File: config.mk
export PLATFORM = sky130hd
export DESIGN_NAME = ps2_sequencer
export DESIGN_NICKNAME = d
export VERILOG_FILES = /design/src/rtl/ps2_sequencer.sv
export SDC_FILE = /design/constraint.sdc
export NUM_CORES = 1
export LEC_CHECK = 0
export CORE_MARGIN = 4
export CORE_UTILIZATION = 54
export CTS_CLUSTER_SIZE = 40
export DETAILED_ROUTE_END_ITERATION = 8
export PLACE_DENSITY = 0.79
export REMOVE_ABC_BUFFERS = 1
export SLEW_MARGIN = 5
export SYNTH_ARGS = -nofsm -noshare
export SYNTH_HDL_FRONTEND = slang
export SYNTH_SLANG_ARGS = --single-unit
File: constraint.sdc
create_clock -name clk -period 3.01 [get_ports clk]
set_input_delay 0.7525 -clock clk [delete_from_list [all_inputs] [get_ports clk]]
set_output_delay 0.7525 -clock clk [all_outputs]
set_load 0.02 [all_outputs]
File: src/rtl/ps2_sequencer.sv
// ps2 bus master: polls status, drains received bytes into a small FIFO,
// re-arms reception after each byte and forwards host-to-device command bytes.
module ps2_sequencer #(
    parameter int FIFO_DEPTH    = 4,
    parameter int POLL_INTERVAL = 16,
    parameter int TIMEOUT       = 255,
    parameter int WE_PULSE      = 2
) (
    input  logic                          clk,
    input  logic                          rst,
    input  logic                          rx_pop,
    output logic [7:0]                    rx_data,
    output logic                          rx_empty,
    output logic [$clog2(FIFO_DEPTH):0]   rx_count,
    input  logic                          cmd_valid,
    input  logic [7:0]                    cmd_data,
    output logic                          cmd_ready,
    output logic [7:0]                    parity_errs,
    output logic                          timeout_err,
    output logic                          ps2_n_sel,
    output logic                          ps2_a,
    output logic                          ps2_n_oe,
    output logic                          ps2_n_we,
    output logic [7:0]                    ps2_d_out,
    output logic                          ps2_d_oe,
    input  logic [7:0]                    ps2_d_in,
    input  logic                          ps2_rdy
);

    localparam int AW  = $clog2(FIFO_DEPTH);
    localparam int CW  = AW + 1;
    localparam int TW  = (POLL_INTERVAL > 1) ? $clog2(POLL_INTERVAL) : 1;
    localparam int WTW = $clog2(TIMEOUT + 1);
    localparam int PW  = $clog2(WE_PULSE + 1);

    localparam logic [TW-1:0]  POLL_LAST = TW'(POLL_INTERVAL - 1);
    localparam logic [WTW-1:0] WAIT_LAST = WTW'(TIMEOUT - 1);
    localparam logic [PW-1:0]  WE_LAST   = PW'(WE_PULSE - 1);
    localparam logic [CW-1:0]  FULL_CNT  = CW'(FIFO_DEPTH);

    typedef enum logic [3:0] {
        IDLE,
        S_SETUP,
        S_WAIT,
        D_SETUP,
        D_WAIT,
        ACK_SETUP,
        ACK_WE,
        CMD_SETUP,
        CMD_WE,
        HOLD
    } state_t;

    state_t          state;
    logic [TW-1:0]   poll_tmr;
    logic [WTW-1:0]  wait_cnt;
    logic [PW-1:0]   we_cnt;
    logic            par_flag;

    logic [7:0]      fifo_mem [FIFO_DEPTH];
    logic [AW-1:0]   wr_ptr;
    logic [AW-1:0]   rd_ptr;
    logic [CW-1:0]   fifo_cnt;
    logic            fifo_full;
    logic            push;
    logic            pop;

    function automatic logic [7:0] sat_inc8(input logic [7:0] v);
        return (v == 8'hFF) ? v : v + 8'd1;
    endfunction

    assign fifo_full = (fifo_cnt == FULL_CNT);
    assign rx_empty  = (fifo_cnt == '0);
    assign rx_count  = fifo_cnt;
    assign rx_data   = fifo_mem[rd_ptr];

    // A byte is taken only on the rdy edge of a data read whose status was clean.
    assign push = !rst && (state == D_WAIT) && ps2_rdy && !par_flag;
    assign pop  = rx_pop && !rx_empty;

    always_ff @(posedge clk) begin
        if (push) begin
            fifo_mem[wr_ptr] <= ps2_d_in;
        end
    end

    always_ff @(posedge clk) begin
        if (rst) begin
            wr_ptr   <= '0;
            rd_ptr   <= '0;
            fifo_cnt <= '0;
        end else begin
            if (push) begin
                wr_ptr <= wr_ptr + AW'(1);
            end
            if (pop) begin
                rd_ptr <= rd_ptr + AW'(1);
            end
            case ({push, pop})
                2'b10:   fifo_cnt <= fifo_cnt + CW'(1);
                2'b01:   fifo_cnt <= fifo_cnt - CW'(1);
                default: fifo_cnt <= fifo_cnt;
            endcase
        end
    end

    always_ff @(posedge clk) begin
        if (rst) begin
            state       <= IDLE;
            poll_tmr    <= '0;
            wait_cnt    <= '0;
            we_cnt      <= '0;
            par_flag    <= 1'b0;
            cmd_ready   <= 1'b0;
            parity_errs <= '0;
            timeout_err <= 1'b0;
            ps2_n_sel   <= 1'b1;
            ps2_a       <= 1'b0;
            ps2_n_oe    <= 1'b1;
            ps2_n_we    <= 1'b1;
            ps2_d_out   <= '0;
            ps2_d_oe    <= 1'b0;
        end else begin
            cmd_ready <= 1'b0;
            case (state)
                IDLE: begin
                    if (poll_tmr == POLL_LAST || cmd_valid) begin
                        state     <= S_SETUP;
                        ps2_n_sel <= 1'b0;
                        ps2_a     <= 1'b1;
                    end else begin
                        poll_tmr <= poll_tmr + TW'(1);
                    end
                end

                S_SETUP: begin
                    state    <= S_WAIT;
                    ps2_n_oe <= 1'b0;
                    wait_cnt <= '0;
                end

                S_WAIT: begin
                    if (ps2_rdy) begin
                        ps2_n_oe <= 1'b1;
                        par_flag <= ps2_d_in[1];
                        if (ps2_d_in[0] && !fifo_full) begin
                            state <= D_SETUP;
                            ps2_a <= 1'b0;
                        end else if (!ps2_d_in[0] && cmd_valid) begin
                            state     <= CMD_SETUP;
                            ps2_a     <= 1'b0;
                            ps2_d_out <= cmd_data;
                            ps2_d_oe  <= 1'b1;
                        end else begin
                            // Full FIFO leaves the byte unacknowledged in the ps2 so
                            // the device stays inhibited until a later poll.
                            state     <= IDLE;
                            ps2_n_sel <= 1'b1;
                            ps2_a     <= 1'b0;
                            poll_tmr  <= '0;
                        end
                    end else if (wait_cnt == WAIT_LAST) begin
                        state       <= IDLE;
                        ps2_n_oe    <= 1'b1;
                        ps2_n_sel   <= 1'b1;
                        ps2_a       <= 1'b0;
                        timeout_err <= 1'b1;
                        poll_tmr    <= '0;
                    end else begin
                        wait_cnt <= wait_cnt + WTW'(1);
                    end
                end

                D_SETUP: begin
                    state    <= D_WAIT;
                    ps2_n_oe <= 1'b0;
                    wait_cnt <= '0;
                end

                D_WAIT: begin
                    if (ps2_rdy) begin
                        ps2_n_oe <= 1'b1;
                        if (par_flag) begin
                            parity_errs <= sat_inc8(parity_errs);
                        end
                        state     <= ACK_SETUP;
                        ps2_a     <= 1'b1;
                        ps2_d_out <= 8'h00;
                        ps2_d_oe  <= 1'b1;
                    end else if (wait_cnt == WAIT_LAST) begin
                        state       <= IDLE;
                        ps2_n_oe    <= 1'b1;
                        ps2_n_sel   <= 1'b1;
                        ps2_a       <= 1'b0;
                        timeout_err <= 1'b1;
                        poll_tmr    <= '0;
                    end else begin
                        wait_cnt <= wait_cnt + WTW'(1);
                    end
                end

                ACK_SETUP, CMD_SETUP: begin
                    state    <= (state == ACK_SETUP) ? ACK_WE : CMD_WE;
                    ps2_n_we <= 1'b0;
                    we_cnt   <= '0;
                end

                ACK_WE, CMD_WE: begin
                    if (we_cnt == WE_LAST) begin
                        ps2_n_we <= 1'b1;
                        state    <= HOLD;
                        if (state == CMD_WE) begin
                            cmd_ready <= 1'b1;
                        end
                    end else begin
                        we_cnt <= we_cnt + PW'(1);
                    end
                end

                HOLD: begin
                    state     <= IDLE;
                    ps2_n_sel <= 1'b1;
                    ps2_d_oe  <= 1'b0;
                    ps2_a     <= 1'b0;
                    poll_tmr  <= '0;
                end

                default: begin
                    state <= IDLE;
                end
            endcase
        end
    end

endmodule

# Word-level counts from Yosys, hierarchy flattened
# Memories as Yosys holds them, arrays and structs flattened. A register that Yosys moved wholly into a read port is not among the register bits.
# Index checks and enable logic that the tools add are counted.
[word_totals]
mem_bits_rw = 32
regBits = 49
memories = 1
word_cells = 152
[mem_list]
columns = ["memory", "words", "word_bits", "rd", "rd_ports_with_merged_regs", "wr", "line_no", "source"]
rows = [
  ["fifo_mem", 4, 8, 1, 1, 1, "60", "logic [7:0] fifo_mem [FIFO_DEPTH];"],
]
[classes]
muxes = 54
reduce_logical = 38
n_eq_ne = 30
add_sub_neg = 8
bitwise = 4
[op_table]
columns = ["operator", "count"]
rows = [
  ["$mux 4", 12],
  ["$mux 8", 6],
  ["$pmux 8 s2", 2],
  ["$pmux 4 s7", 1],
  ["$ne 2x2->1 const B", 11],
  ["$mux 1", 20],
  ["$reduce_and 5->1", 4],
  ["$add 8x1->8 const B", 2],
  ["$eq 4x3->1 const B", 4],
  ["$eq 8x8->1 const B", 2],
  ["$pmux 4 s4", 1],
  ["$eq 4x4->1 const B", 3],
  ["$reduce_and 2->1", 6],
  ["$eq 4x2->1 const B", 2],
  ["$pmux 1 s4", 2],
  ["$reduce_bool 2->1", 4],
  ["$reduce_or 2->1", 4],
  ["$add 2x1->2 const B", 3],
  ["$logic_and 1x1->1", 6],
  ["$mux 2", 3],
  ["$mux 3", 2],
  ["$ne 3x3->1 const B", 2],
  ["$pmux 3 s2", 1],
  ["$reduce_and 3->1", 2],
  ["20 further kinds", 29],
]

# Logic depth before layout (Yosys ltp)
# Gate-level depths: netlist of run 1.
[logic_depth]
depth_word = 6
ltp_mapped = 12
mapped_depth_nobuf = 10

# Least setup slack after synthesis of run 1
# No wires, ideal clock.
[synth_timing]
kind = "input-to-reg"
from = "input ps2_rdy"
to = "register fifo_cnt[2] (netlist: rx_count[2])"
setup_ns = 0.071
path_slack_ns = 0.511
stages = 10
required_ns = 2.939
t_arrival_ns = 2.429
n_path_buf = 1
path_cell_list = "buf_2 -> inv_1 -> nor4_4 -> inv_1 -> ha_1 -> inv_1 -> fa_1 -> xor2_1 -> or3_1 -> a21oi_1"
[synth_via]
elab_chain_cells = 4
word_cells_on_any_way = 6
[synth_lines]
columns = ["element", "line_no", "source"]
rows = [
  ["start: declaration", "27", "input logic ps2_rdy"],
  ["$logic_and 1x1->1 (*) (2 in series)", "78", "assign push = !rst && (state == D_WAIT) && ps2_rdy && !par_flag;"],
  ["$eq 2x1->1 or $eq 2x2->1 (tied branches)", "99", "case ({push, pop})"],
  ["$pmux 3 s2 or $reduce_bool 2->1 (tied branches)", "--", ""],
  ["end signal: assignment", "100", "2'b10: fifo_cnt <= fifo_cnt + CW'(1);"],
  ["end signal: assignment", "101", "2'b01: fifo_cnt <= fifo_cnt - CW'(1);"],
  ["end signal: assignment", "102", "default: fifo_cnt <= fifo_cnt;"],
  ["end: declaration", "63", "logic [CW-1:0] fifo_cnt;"],
]
# Mark *: on every way between the ends. The rest lies on a longest branch, timed or not.
# A chain may end at the register's enable or synchronous reset.

==> results of run 1 <==
[cell usage after synthesis (all sizes together), types with 4 or more instances]
cell type   n
dfxtp      51
nor2       36
edfxtp     32
a21oi      26
nand2      24
inv        17
o21ai      17
buf        12
nand3      12
ha         10
xnor2      10
nor3        9
mux4        8
clkbuf      6
nor2b       6
nor4        6
a211oi      5
and2        5
a31oi       4
nand2b      4
o211ai      4
xor2        4
[through the flow]
| step | cells | instance area [sq um] |
|---|---|---|
| 2_1_floorplan | 335 | 3730 |
| 3_3_place_gp | 493 | 4450 |
| 3_5_place_dp | 493 | 4450 |
| 4_1_cts | 509 | 4680 |
| 5_1_grt | 509 | 4680 |
| 6_report | 509 | 4680 |
[metal layers]
| metal | vias up | GRT usage [%] | share of wire, % |
|---|---|---|---|
| met2 | 70 | 32.8 | 50 |
| li1 | 1394 | - | - |
| met5 | - | 0 | 0 |
| met4 | 0 | 8.79 | 2.1 |
| met1 | 1354 | 26.6 | 44 |
| met3 | 13 | 3.86 | 3.8 |
[critical path, cell delays in order, from the launching register on]
cell                              delay, ns
sky130_fd_sc_hd__dfxtp_2               0.52
sky130_fd_sc_hd__mux4_2                0.56
sky130_fd_sc_hd__clkdlybuf4s50_1       0.56
[path summary, 6_finish.rpt]
kind / start / endpoint / cells after the start
max: register / rx_data[5] / 2
min: ps2_d_out[2] / ps2_d_out[2] / 2
max reg2reg: state[3] / rx_count[2] / 10
min reg2reg: ps2_d_out[2] / ps2_d_out[2] / 2
[layout make-up]
| cell class | instances | area [sq um] | area share, % |
|---|---|---|---|
| multi-input combinational | 235 | 1680 | 35.9 |
| clock buffer | 9 | 124 | 2.65 |
| clock inverter | 7 | 105 | 2.24 |
| sequential | 83 | 1980 | 42.4 |
| timing repair buffer | 62 | 603 | 12.9 |
| tap | 96 | 120 | 2.57 |
| inverter | 17 | 63.8 | 1.36 |
[cell families after synthesis]
kind of cell,synth area share (%)
compound gates,12.8
xor+xnor,3.20
mux,5.66
buf+inv,4.22
simple gates,18.5
flops,51.8
fa+ha+maj,3.79
[power breakdown]
group	switching [uW]	internal (uW)
clock network	442	482
logic	359	267
registers	55.9	1230
[registers in the layout (all words and copies together), names as in the netlist, 3 cells and up, named ones only]
signal and flops:
fifo_mem 32, parity_errs 8, ps2_d_out 8, wait_cnt 8, poll_tmr 4, state 4
rx_count 3
[what timing repair did]
action                     CTS  global route
setup endpoints to repair    0             8
resized for setup            0             1
hold endpoints to repair     0             0
==> results.txt, run 1 <==
In this run the worst path has a maximum fanout of 8. The via density per instance is about 5.6. The horizontal extent of the die came out at 92.2 um. The static leakage came out at ~0.0016 uW. The number of port buffers came out at 55. The cell chosen for the clock root is sky130_fd_sc_hd__clkbuf_8.

Synthesis inferred between 80 and 90 register bits. For the pin with the worst max-slew slack, the measured transition is around 0.65 ns. The total congestion overflow after global routing came out at 0. The number of distinct standard cells referenced by the synthesized netlist came out at 64. Buffers inserted during clock tree synthesis total 9. The TritonCTS clock tree is built. The global routing usage summed across all routing layers came out at about a fifth. The setup path with the least slack is of type register to output port. Headroom to the max-slew limit came out at between 50% and 60%.

The share of the core filled with cells in the final layout came out at between 60% and 70%. The number of clock sinks came out at just over 80. The minimum clock period came out at 2.75 ns. Setup slack on the worst reg-to-reg path comes out at about 0.47 ns. The hold buffer count at CTS came out at 0.

The number of optimization iterations in the first detailed-route pass is 4. The mean area per synthesized cell is about 11 sq um. The area overhead of the layout relative to synthesis is 22.4%. Setup repair after global routing left no endpoint under its margin. The via count of the first global-routing pass is ~2800. The region available for standard cell placement spans slightly below 7000 sq um.

The max-slew violation count is 0. Derived from the worst setup path, the maximum achievable clock frequency is around 0.36 GHz. For the worst setup path, the data arrival time is roughly 2.0 ns.

The total power is roughly 2800 uW. The number of buffers inserted to repair setup after CTS is 0. For this run, the leading register cell type out of synthesis is sky130_fd_sc_hd__dfxtp_1. After layout, the worst setup slack is approximately 0.26 ns. The worst setup path is captured at an output port. The total length of routed wires came out at a little under 8 mm. In the layout the commonest cells are sky130_fd_sc_hd__clkdlybuf4s50_1, sky130_fd_sc_hd__dfxtp_1, sky130_fd_sc_hd__nor2_1. The clock tree synthesis step divided the H-tree into 3 levels. For this run, design rule violations remaining after detail routing come to 0.

The total via count after detailed routing came out at between 2000 and 3000. The fraction of final layout cells sized beyond drive strength 1 came out at between 10% and 20%. The synthesized netlist cell count is 353. Counting flops with a built-in enable in the synthesized netlist gives 32. The die height is around 90 um. STA puts the critical path data required time at around 2.3 ns. The maximum buffer depth of the clock tree is 2.

Max-cap violations in this run came to 0. After detailed routing, the average wire length per cell comes to around 15 um. The congestion estimate from routability-driven global placement came to 0.895. The pin count of the biggest net entering global routing is 40. The total negative slack is 0 ns. Of the available clock period, the critical path in the final layout requires approximately nine tenths. In this run the count of I/O pins placed on the die edge is 56.

The power per unit of standard cell area is 605 nW/um^2. The share of synthesized area occupied by flip-flops and latches is about half. The initial cell density of the core is between 50% and 60%.

The share of synthesized registers carrying an async set or reset came out at 0%. The library cell used most frequently in the layout, excluding fill and tap cells, is sky130_fd_sc_hd__clkdlybuf4s50_1. After synthesis, the largest area contributor takes up 26.7% of total cell area.

The number of fill cells in the layout is ~530. The initial antenna violation count is 0. The worst ir drop on vdd is between 0.4 and 0.5 mV. The remaining number of nets flagged by the antenna check after routing is 0. The global-route wire length before repair is between 10 and 15 mm. The library cell occupying the most area in the post-synthesis netlist is sky130_fd_sc_hd__dfxtp_1.

After the last flow step, the layout net total stands at 440. The run finished with clean final reports. By area the synthesized netlist is led by sky130_fd_sc_hd__dfxtp_1, sky130_fd_sc_hd__edfxtp_1, sky130_fd_sc_hd__mux4_2, sky130_fd_sc_hd__nor2_1, sky130_fd_sc_hd__a21oi_1. The number of antenna diodes in the final layout is 0. The number of violations reported at the end of detailed-routing iteration 0 is between 100 and 150.

The estimated wirelength of the detail-placed design is 5.58 mm. The startpoint kind of the worst setup timing path is a register. The number of standard-cell rows in the floorplan is 30. Setup violations remaining at the end of the flow were counted as 0. The clock slew seen by the registers of the worst setup and hold paths is ~0.090 ns.

Across all hold checks on the routed design, the worst slack comes to 0.454 ns. The number of hold violations in the final report came out at 0. In this run the cell area of the synthesized design comes to roughly 3800 sq um. The die outline area is between 8000 and 9000 sq um. The largest clock skew in the final design came out at approximately 0.011 ns.

The post-placement setup slack is approximately 0.18 ns. The later pin in the worst-skew pair is clocked with a latency of between 0.3 and 0.4 ns. The number of synthesis warnings is 0. The tightest min-delay check is of the register to register type.
No activity file was read; power rests on OpenSTA's default activity.
==> run 2: changes to the inputs <==
--- a/config.mk
+++ b/config.mk
@@ -11,6 +11,7 @@
 export DETAILED_ROUTE_END_ITERATION = 8
 export PLACE_DENSITY = 0.79
 export REMOVE_ABC_BUFFERS = 1
+export SETUP_SLACK_MARGIN = 0.2
 export SLEW_MARGIN = 5
 export SYNTH_ARGS = -nofsm -noshare
 export SYNTH_HDL_FRONTEND = slang
==> results.txt, run 2 (synthesized netlist as in run 1, its figures left out) <==
The H-tree generated during clock tree synthesis spans 3 levels. The initial antenna violation count is 0. The die height came out at about 90 um. The period utilization came out at approximately nine tenths. The pin count of the biggest net entering global routing is 40.

The number of buffers added by the clock tree synthesis step came out at 9. The die outline area came out at roughly 8500 sq um. The worst ir drop on vdd came out at about 0.41 mV. The largest individual stage delay along the critical path comes from the cell sky130_fd_sc_hd__clkdlybuf4s50_1. The final routed wire length divided by cell count came out at 15.5 um. The critical path is of the register to output port type. Setup repair after global routing left no endpoint under its margin. In this run the worst path has a maximum fanout of 8.

The area overhead of the layout relative to synthesis came out at 22.4%. The worst pin sits at a relative slew slack of ~56%. The I/O pin count is 56. The largest clock skew in the final design is roughly 0.012 ns. The global-route wire length before repair is between 10 and 15 mm. At the end of the flow, the number of nets in the layout was 440. Using the TritonRoute via totals, the vias-per-cell ratio works out to around 5.6.

The number of hold violations in the final report came out at 0. The first TritonRoute pass finished after 4 iterations. The total congestion overflow after global routing is 0.

The DRC violation count after routing came out at 0. The worst hold-check path type is register to register. The number of antenna diodes came out at 0. The endpoint identified for the worst register-to-register timing path is rx_count[2].

The root buffer cell chosen for the clock tree is sky130_fd_sc_hd__clkbuf_8. The slew at the pin closest to its max-slew limit came out at about 0.65 ns. In this run the most critical hold path is launched from ps2_d_out[2]. The worst stage delay on the critical path is 0.56 ns.

The count of cells in the finished layout, fillers not included, comes to roughly 500. For hold timing, the worst endpoint is ps2_d_out[2]. The number of clock sinks is 83. STA classifies the critical path startpoint as a register. The start of the worst register-to-register path is state[3].

The number of port buffers is between 50 and 60. The library cell used most frequently in the layout, excluding fill and tap cells, is sky130_fd_sc_hd__clkdlybuf4s50_1. At the later pin of the worst-skew pair, clock insertion delay measures 0.36 ns.

The family of cells with the greatest summed delay on the critical path is buffers and inverters. At the worst endpoint, the required time is between 2 and 2.5 ns. The remaining number of nets flagged by the antenna check after routing came out at 0. The total of endpoints with negative setup slack in the final report came out at 0. The depth of the worst register-to-register path came out at 10. The number of setup buffers added after CTS is 0. The total length of routed wires came out at about 8 mm. Setup total negative slack on the finished layout was measured at 0 ns. After floorplanning, the core was divided into 30 placement rows. The via count of the first global-routing pass came out at 2781. In the layout the commonest cells are sky130_fd_sc_hd__clkdlybuf4s50_1, sky130_fd_sc_hd__dfxtp_1, sky130_fd_sc_hd__nor2_1. The routed design could run at a clock period as short as between 2 and 3 ns. Buffers inserted to repair hold after CTS numbered 0.

The number of cells after detailed placement is approximately 490. The run finished with clean final reports. The clock slew seen by the registers of the worst setup and hold paths is ~0.090 ns. The max-slew violation count is 0.

The fraction of final layout cells sized beyond drive strength 1 came out at a little under an eighth. The first routing iteration left between 100 and 150 violations. The register with the most flip-flops in the final layout is fifo_mem.

The core area came out at 6830 sq um. The horizontal extent of the die is 92.2 um. The endpoint arrival time on the critical path is between 1.5 and 2 ns. The number of flip-flops in the largest register came out at 32.

Across the run, the number of max-cap violations was 0. The maximum buffer depth of the clock tree came out at 2. The worst setup path is captured at an output port.

The power per unit of standard cell area is between 600 and 700 nW/um^2. The initial cell density of the core came out at between 50% and 60%. The analysis attributes to cell leakage a power of about 0.0016 uW. Detailed placement ended at an HPWL of between 5 and 6 mm. The global routing usage summed across all routing layers came out at roughly a fifth. The buffer and inverter count on the worst path is 1. For this block, the via count after detailed routing is around 2800. Based on the critical path, the design can be clocked at up to 0.375 GHz. The congestion estimate from routability-driven global placement came to around 0.9. The signal on the critical path passes through mux4_2 > clkdlybuf4s50_1. The number of cells on the worst hold path is 2. The worst-case register-to-register setup slack came out at around 0.47 ns. TritonCTS built the clock tree.
==> run 2: worst register-to-register path: stages (launching register included) <==
cell,delay (ns)
sky130_fd_sc_hd__dfxtp_1,0.62
sky130_fd_sc_hd__and2b_1,0.31
sky130_fd_sc_hd__nand2_2,0.22
sky130_fd_sc_hd__nor4_4,0.07
sky130_fd_sc_hd__inv_1,0.07
sky130_fd_sc_hd__ha_1,0.18
sky130_fd_sc_hd__inv_1,0.06
sky130_fd_sc_hd__fa_1,0.37
sky130_fd_sc_hd__xor2_1,0.16
sky130_fd_sc_hd__or3_1,0.31
sky130_fd_sc_hd__a21oi_1,0.14
==> run 2: worst max path at each step <==
stage	startpoint	end	slack, ns	depth (start not counted)
2_1_floorplan	state[2]	rx_count[2]	0.69	10
3_3_place_gp	ps2_rdy	rx_count[2]	0.25	10
3_5_place_dp	rx_pop	rx_count[2]	0.18	8
4_1_cts	register	rx_data[5]	0.22	2
5_1_grt	register	rx_data[5]	0.26	2
6_report	register	rx_data[5]	0.35	2
==> run 2: area by class of cell <==
type / instances / area [sq um]
fillers: 532 / 2150
clock buffers: 9 / 124
well taps: 96 / 120
multi-input cells: 235 / 1680
flip-flops and latches: 83 / 1990
clock inverters: 7 / 105
repair buffers: 62 / 603
inverters: 17 / 63.8
==> run 2: power breakdown <==
group          total (uW)  leakage [uW]  switching, uW  internal [uW]
registers            1280      0.000702           55.4           1230
clock network         922      0.000113            441            482
logic                 627      0.000751            360            268
==> run 2: per-stage QoR <==
| stage | utilization, % | cell area, sq um | total power, uW | worst slack, ns | hold slack (ns) |
|---|---|---|---|---|---|
| floorplan | - | 3730 | 1700 | 0.687 | 0.454 |
| global placement | 65.2 | 4450 | 1920 | 0.248 | 0.438 |
| detailed placement | 65.2 | 4450 | 1930 | 0.180 | 0.448 |
| CTS | 68.5 | 4680 | 2850 | 0.217 | 0.461 |
| global route | 68.6 | 4680 | 2980 | 0.257 | 0.489 |
| finish | 68.6 | 4680 | 2830 | 0.346 | 0.454 |
==> run 2: repair_timing <==
item,in CTS,in global routing
gates cloned,0,0
gates resized for setup,1,1
endpoints found under the setup margin,8,8
==> run 2: routing by layer <==
layer,vias up,part of all wire (%),global-route usage (%)
li1,1394,-,-
met1,1350,44,26.6
met2,79,50,32.8
met3,12,4.4,3.86
met4,0,1.9,8.79
met5,-,0,0
